--- src/rtl/eth_pkg.sv ---
// Shared types and constants for the RMII Ethernet TX framer and its CRC engine.
// Also used by the framer's optional sequence-number build (`ETH_FRAME_SEQ_EN).
package eth_pkg;

    typedef enum logic [2:0] {
        IDLE,
        PRE,
        SFD,
        HDR,
        PAY,
        FCS,
        IFG
    } state_t;

    localparam int PRE_DIBITS = 28;
    localparam int SFD_DIBITS = 4;
    localparam int FCS_DIBITS = 16;

    localparam logic [1:0] PRE_DIBIT      = 2'b01;
    localparam logic [1:0] SFD_LAST_DIBIT = 2'b11;

    localparam logic [31:0] CRC_POLY    = 32'hEDB8_8320;
    localparam logic [31:0] CRC_INIT    = 32'hFFFF_FFFF;
    localparam logic [31:0] CRC_RESIDUE = 32'hDEBB_20E3;

    function automatic int max_int(input int a, input int b);
        return (a > b) ? a : b;
    endfunction

endpackage

--- src/rtl/crc32_dibit.sv ---
// Reflected CRC-32 register advanced two bits per clock, d[0] first (wire order).
module crc32_dibit
    import eth_pkg::*;
(
    input  logic        clk,
    input  logic        rst_n,
    input  logic        clear,
    input  logic        en,
    input  logic [1:0]  d,
    output logic [31:0] crc
);

    logic [31:0] crc_next;

    // NOTE: blocking assignments are correct here; each loop pass must see the previous pass's result.
    always_comb begin
        crc_next = crc;
        for (int i = 0; i < 2; i++) begin
            crc_next = (crc_next >> 1) ^ ((crc_next[0] ^ d[i]) ? CRC_POLY : 32'h0);
        end
    end

    always_ff @(posedge clk or negedge rst_n) begin
        if (!rst_n) begin
            crc <= CRC_INIT;
        end else if (clear) begin
            crc <= CRC_INIT;
        end else if (en) begin
            crc <= crc_next;
        end
    end

endmodule

--- src/rtl/eth_rmii_tx_framer.sv ---
// Wraps the upstream dibit stream in an Ethernet II frame on the RMII TX pins.
// Define ETH_FRAME_SEQ_EN to append a 16-bit frame sequence number to the header.
module eth_rmii_tx_framer
    import eth_pkg::*;
#(
    parameter logic [47:0] DST_MAC        = 48'hFFFF_FFFF_FFFF,
    parameter logic [47:0] SRC_MAC        = 48'h6900_0000_0111,
    parameter logic [15:0] ETHERTYPE      = 16'h88B5,
    parameter int          PAYLOAD_DIBITS = 1292,
    parameter int          LEAD           = 2,
    parameter int          IFG_DIBITS     = 48
) (
    input  logic       clk,
    input  logic       rst_n,
    input  logic       frame_en,
    input  logic       in_axiov,
    input  logic [1:0] in_axiod,
    output logic       in_stall,
    output logic       tx_en,
    output logic [1:0] txd,
    output logic       frame_done,
    output logic       underrun
);

`ifdef ETH_FRAME_SEQ_EN
    localparam int HDR_DIBITS = 64;
`else
    localparam int HDR_DIBITS = 56;
`endif
    localparam int HDR_BITS  = 2 * HDR_DIBITS;
    localparam int HDR_BYTES = HDR_DIBITS / 4;
    localparam int HDR_IDX_W = $clog2(HDR_BITS);
    localparam int CNT_W     = $clog2(max_int(max_int(PAYLOAD_DIBITS, IFG_DIBITS), HDR_DIBITS) + 1);

    state_t               state;
    logic [CNT_W-1:0]     cnt;
    logic [CNT_W-1:0]     state_len;
    logic                 state_last;
    logic [HDR_BITS-1:0]  hdr_msb;
    logic [HDR_BITS-1:0]  hdr_lsb;
    logic [HDR_IDX_W-1:0] hdr_idx;
    logic [31:0]          crc;
    logic [31:0]          fcs_word;
    logic [1:0]           dibit;
    logic                 crc_clear;
    logic                 crc_en;
    logic                 stall_next;
    logic                 under_flag;

`ifdef ETH_FRAME_SEQ_EN
    logic [15:0] seq;
    assign hdr_msb = {DST_MAC, SRC_MAC, ETHERTYPE, seq};
`else
    assign hdr_msb = {DST_MAC, SRC_MAC, ETHERTYPE};
`endif

    // Bytes leave most-significant first but each byte goes LSB dibit first, so
    // reverse the byte order once and header dibit n becomes hdr_lsb[2n+1:2n].
    always_comb begin
        hdr_lsb = '0;
        for (int b = 0; b < HDR_BYTES; b++) begin
            hdr_lsb[8*b +: 8] = hdr_msb[8*(HDR_BYTES-1-b) +: 8];
        end
    end

    assign hdr_idx    = {cnt[HDR_IDX_W-2:0], 1'b0};
    assign fcs_word   = under_flag ? crc : ~crc;
    assign state_last = (cnt == state_len);
    assign crc_clear  = (state == IDLE) || (state == PRE) || (state == SFD);
    assign crc_en     = (state == HDR) || (state == PAY);

    // NOTE: every always_comb output gets a default first so no path can infer a latch.
    always_comb begin
        state_len = '0;
        dibit     = 2'b00;
        case (state)
            PRE: begin
                state_len = CNT_W'(PRE_DIBITS - 1);
                dibit     = PRE_DIBIT;
            end
            SFD: begin
                state_len = CNT_W'(SFD_DIBITS - 1);
                dibit     = state_last ? SFD_LAST_DIBIT : PRE_DIBIT;
            end
            HDR: begin
                state_len = CNT_W'(HDR_DIBITS - 1);
                dibit     = hdr_lsb[hdr_idx +: 2];
            end
            PAY: begin
                state_len = CNT_W'(PAYLOAD_DIBITS - 1);
                dibit     = in_axiov ? in_axiod : 2'b00;
            end
            FCS: begin
                state_len = CNT_W'(FCS_DIBITS - 1);
                dibit     = fcs_word[{cnt[3:0], 1'b0} +: 2];
            end
            IFG: begin
                state_len = CNT_W'(IFG_DIBITS - 1);
            end
            default: ;
        endcase
    end

    // Upstream is released LEAD+1 cycles ahead in state time: one cycle for the
    // in_stall register, LEAD for its own pipeline, so dibit 0 meets PAY cycle 0.
    always_comb begin
        stall_next = 1'b1;
        if ((state == HDR) && (cnt >= CNT_W'(HDR_DIBITS - LEAD - 1))) begin
            stall_next = 1'b0;
        end
        if ((state == PAY) && (cnt < CNT_W'(PAYLOAD_DIBITS - LEAD - 1))) begin
            stall_next = 1'b0;
        end
    end

    crc32_dibit u_crc (
        .clk  (clk),
        .rst_n(rst_n),
        .clear(crc_clear),
        .en   (crc_en),
        .d    (dibit),
        .crc  (crc)
    );

    // NOTE: sequential state uses non-blocking assignments so every register samples pre-edge values.
    always_ff @(posedge clk or negedge rst_n) begin
        if (!rst_n) begin
            state      <= IDLE;
            cnt        <= '0;
            tx_en      <= 1'b0;
            txd        <= 2'b00;
            in_stall   <= 1'b1;
            frame_done <= 1'b0;
            underrun   <= 1'b0;
            under_flag <= 1'b0;
`ifdef ETH_FRAME_SEQ_EN
            seq        <= 16'h0000;
`endif
        end else begin
            txd        <= dibit;
            tx_en      <= (state inside {PRE, SFD, HDR, PAY, FCS});
            in_stall   <= stall_next;
            frame_done <= (state == IFG) && state_last;
            underrun   <= (state == IFG) && state_last && under_flag;

            if ((state == PAY) && !in_axiov) begin
                under_flag <= 1'b1;
            end

            if (state == IDLE) begin
                if (frame_en) begin
                    state <= PRE;
                end
            end else if (!state_last) begin
                cnt <= cnt + 1'b1;
            end else begin
                cnt <= '0;
                case (state)
                    PRE: state <= SFD;
                    SFD: state <= HDR;
                    HDR: state <= PAY;
                    PAY: state <= FCS;
                    FCS: state <= IFG;
                    default: begin
                        // Going straight to PRE keeps back-to-back frames at exactly IFG_DIBITS idle dibits.
                        state      <= frame_en ? PRE : IDLE;
                        under_flag <= 1'b0;
`ifdef ETH_FRAME_SEQ_EN
                        seq        <= seq + 16'h0001;
`endif
                    end
                endcase
            end
        end
    end

endmodule
--- config.mk ---
export PLATFORM = sky130hd
export DESIGN_NAME = eth_rmii_tx_framer
export DESIGN_NICKNAME = d
export VERILOG_FILES = /design/src/rtl/eth_pkg.sv /design/src/rtl/crc32_dibit.sv /design/src/rtl/eth_rmii_tx_framer.sv
export SDC_FILE = /design/constraint.sdc
export NUM_CORES = 1
export LEC_CHECK = 0
export ABC_AREA = 1
export ABC_CLOCK_PERIOD_IN_PS = 2100
export BUFFER_PORTS_ARGS = -buffer_cell sky130_fd_sc_hd__buf_2
export CORE_MARGIN = 2
export CORE_UTILIZATION = 55
export DETAILED_ROUTE_END_ITERATION = 16
export PLACE_DENSITY = 0.77
export SYNTH_ARGS = -nofsm -noshare
export SYNTH_HDL_FRONTEND = slang
export SYNTH_HIERARCHICAL = 1
export SYNTH_SLANG_ARGS = --single-unit
--- constraint.sdc ---
create_clock -name clk -period 2.1 [get_ports clk]
set_input_delay 0.105 -clock clk [delete_from_list [all_inputs] [get_ports clk]]
set_output_delay 0.105 -clock clk [all_outputs]
set_load 0.03 [all_outputs]
==> results.toml <==
[floorplanning]
num_rows = 29
die_h_um = 85.11
die_w_um = 85.11
start_util = 0.5699
io_pins = 12
die-area_sq_um = 7244
core_area_sq_um = 6350

[sta]
slew_headroom = 0.5748
rsz0062_at_grt = "yes"
hold_viol = 0
finalSetupViolations = 20
min_period_ns = 2.237
worst_slack_ns = -0.1371
worstMarginPinSlew_ns = 0.6377
drv_slew = 0
fin_skew_ns = 0.01112
finalCritPeriodShare = 1.065
fmax_mhz = 447.0

[routing]
vias_per_cell = 5.429
drt-total-wl_um = 9376
drc = 0
drtPass1Iterations = 5
drtIter0Drc = 278
wl_per_cell_um = 14.42
route.vias.total = 3529
final_antenna_net_count = 0

[worst_setup_path]
crit_chain = "inv_4 -> buf_12 -> ha_4 -> a21oi_2 -> o211ai_1 -> a31oi_2 -> a21oi_4 -> buf_6 -> nand2_4 -> nand3_1 -> nand2_1 -> nand2_1 -> nand3_2 -> nand2_1 -> inv_1"
timing.critical_path.mode_cell = "nand2_1"
critPathMaxFanout = 6
arrival_ns = 2.50
critPathCaptureType = "flop"
cp.required_ns = 2.37
crit_slowest_cell = "dfrtp_2"
crit_path_max_incr_delay_ns = 0.46
worstSetupPathType = "flop to flop"
worstSetupStartpointType = "flop"

[run]
maxCapViolCount = 0

[outcome]
outcome = "finished, violations left"
violations = "setup timing"

[logic_synthesis]
synth_edf_count = 0
syn_area_sq_um = 3618
synth_fp_nets = 517
synth_area_leader_cell = "dfstp_2"
avgSynthCellArea_sq_um = 7.180
yosysWarnings = 6
synth_ff_type = "dfstp_2"
postSynthCellCount = 504
ys_seq_area_frac = 0.3779
ys_async_sr_fraction = 1.000
synth_area_leaders = "dfstp_2 24%, nand2_1 15%, dfrtp_1 14%"
ys_ff_latch = 53
ys_types = 43
synth_top_area_share = 0.2396

[global_routing]
overflow = 0
antenna_found_initial = 0
grt_pass1_wl_um = 15530
grt_max_degree = 28
first_global_vias = 3459
grtUsageTotal = 0.2648

[cts]
clockRootBuffer = "clkbuf_8"
htreeDepth = 2
cts_tree = "built"
clkTransAtPathRegs_ns = 0.10
cts.sinks = 53
cts_buffers = 5
clk-insertion-delay-late_ns = 0.32
clk_path_buf_depth = 2

[placement]
dp_slack_ns = -0.2570
dpl_cell_area_sq_um = 4189
port_buffers = 11
gp_congestion = 0.9706
hpwlAfterDp_um = 6817

[cells_and_area]
nets = 585
postLayoutCoreUtil = 0.7147
drive_above_1_share = 0.3211
syn_to_final_growth_pct = 25.41
n_antenna_cell = 0
postLayoutCellArea_sq_um = 4538

[power]
vdd_drop_max_mv = 0.3526
power.leakage_uw = 0.002390
power_density_nw_per_um2 = 479.1

[min_path]
hold_class = "input pin to flop"
[flip-flops by register name, summed over array words and instances, names as in the netlist]
signal and cells:
underrun 1, txd 2, frame_done 1, cnt 11
u_crc/crc 32, state 3, in_stall 1, under_flag 1
tx_en 1
[area by class of cell]
type                    instances  area [sq um]
inverters                      87         340.3
well taps                      77         96.34
clock inverters                 1         11.26
clock buffers                   7         107.6
repair buffers                 78         649.4
flip-flops and latches         53          1370
multi-input cells             347          1963
fillers                       473          1812
[final timing paths]
check                               from            end  slack, ns  depth (start not counted)
setup / recovery                  cnt[0]  u_crc/crc[19]      -0.14                         15
hold / removal                  frame_en       state[0]       0.11                          4
setup reg to reg                  cnt[0]  u_crc/crc[19]      -0.14                         15
hold reg to reg            u_crc/crc[13]  u_crc/crc[13]       0.50                          2
max in group asynchronous          rst_n  u_crc/crc[29]       1.14                          3
min in group asynchronous          rst_n         cnt[3]       0.34                          2
[worst max-delay path, delay by kind of cell, from the launching register on]
kind            cells  cell delay (ns)
simple gates        6             0.49
fa+ha+maj           1             0.13
buf+inv             4             0.39
flops               1             0.46
compound gates      4             0.70
[cells in the mapped netlist, drive strengths merged, types with 4 or more instances]
cell type,number
nand2,152
inv,86
nand3,83
dfstp,33
nor2,32
o21ai,24
dfrtp,20
buf,16
a21oi,14
ha,7
a22oi,6
nand4,4
xor2,4
[per-stage QoR]
step | cells | hold WS, ns | setup TNS, ns | power, uW
final | 650 | 0.1068 | -1.558 | 2174
after global placement | 636 | 0.1588 | -1.617 | 1409
after CTS | 648 | 0.1065 | -2.036 | 2153
after global routing | 650 | 0.1565 | -4.261 | 2264
after floorplan | 504 | -0.1906 | -0.0003175 | 1280
after detailed placement | 636 | 0.1585 | -3.099 | 1416
[power by group]
group	leakage, uW	switching [uW]	total [uW]	internal (uW)
Combinational	0.00171	253	418	164
Clock	0.0000615	368	717	349
Sequential	0.000616	7.64	1040	1030
Total	0.00239	629	2170	1540
[placed cells by master (no fill, tap or decap), types with 3 or more instances in the layout]
| cell | n |
|---|---|
| nor2_1 | 23 |
| nand2_1 | 137 |
| clkbuf_8 | 6 |
| ha_1 | 5 |
| dfrtp_1 | 18 |
| nand2_2 | 7 |
| nor2_2 | 6 |
| xor2_1 | 3 |
| buf_4 | 55 |
| buf_12 | 5 |
| inv_1 | 74 |
| o21ai_0 | 14 |
| nand4_1 | 4 |
| inv_4 | 3 |
| a22oi_1 | 6 |
| nand2_4 | 7 |
| nand3_4 | 5 |
| nand3_2 | 9 |
| dfstp_2 | 33 |
| buf_6 | 5 |
| inv_2 | 8 |
| nand3_1 | 69 |
| o21ai_1 | 9 |
| a21oi_1 | 11 |
| buf_2 | 11 |
[routing by layer]
metal,up-vias,wire [um],track usage,part of all wire
met5,-,0,0,0
met4,0,156,0.1039,0.017
met3,20,529,0.03891,0.056
met2,121,4545,0.4297,0.48
met1,1658,4144,0.3573,0.44
li1,1730,-,-,-
[cells by family (layout without fill, tap and decap cells)]
group,after synthesis,after routing,share of synthesized area
fa+ha+maj,7,7,0.02420
xor+xnor,6,6,0.01868
simple gates,280,280,0.3662
buf+inv,104,173,0.1286
flops,53,53,0.3779
compound gates,54,54,0.08437
[timing repair]
item / in CTS / in global routing
gates resized for setup: 31 / 19
setup buffers: 3 / 2
hold buffers: 1 / 0
pin swaps: 18 / 2
hold endpoints to repair: 11 / 0
setup endpoints to repair: 20 / 21
Note: power is estimated with default switching activity, not from simulation.
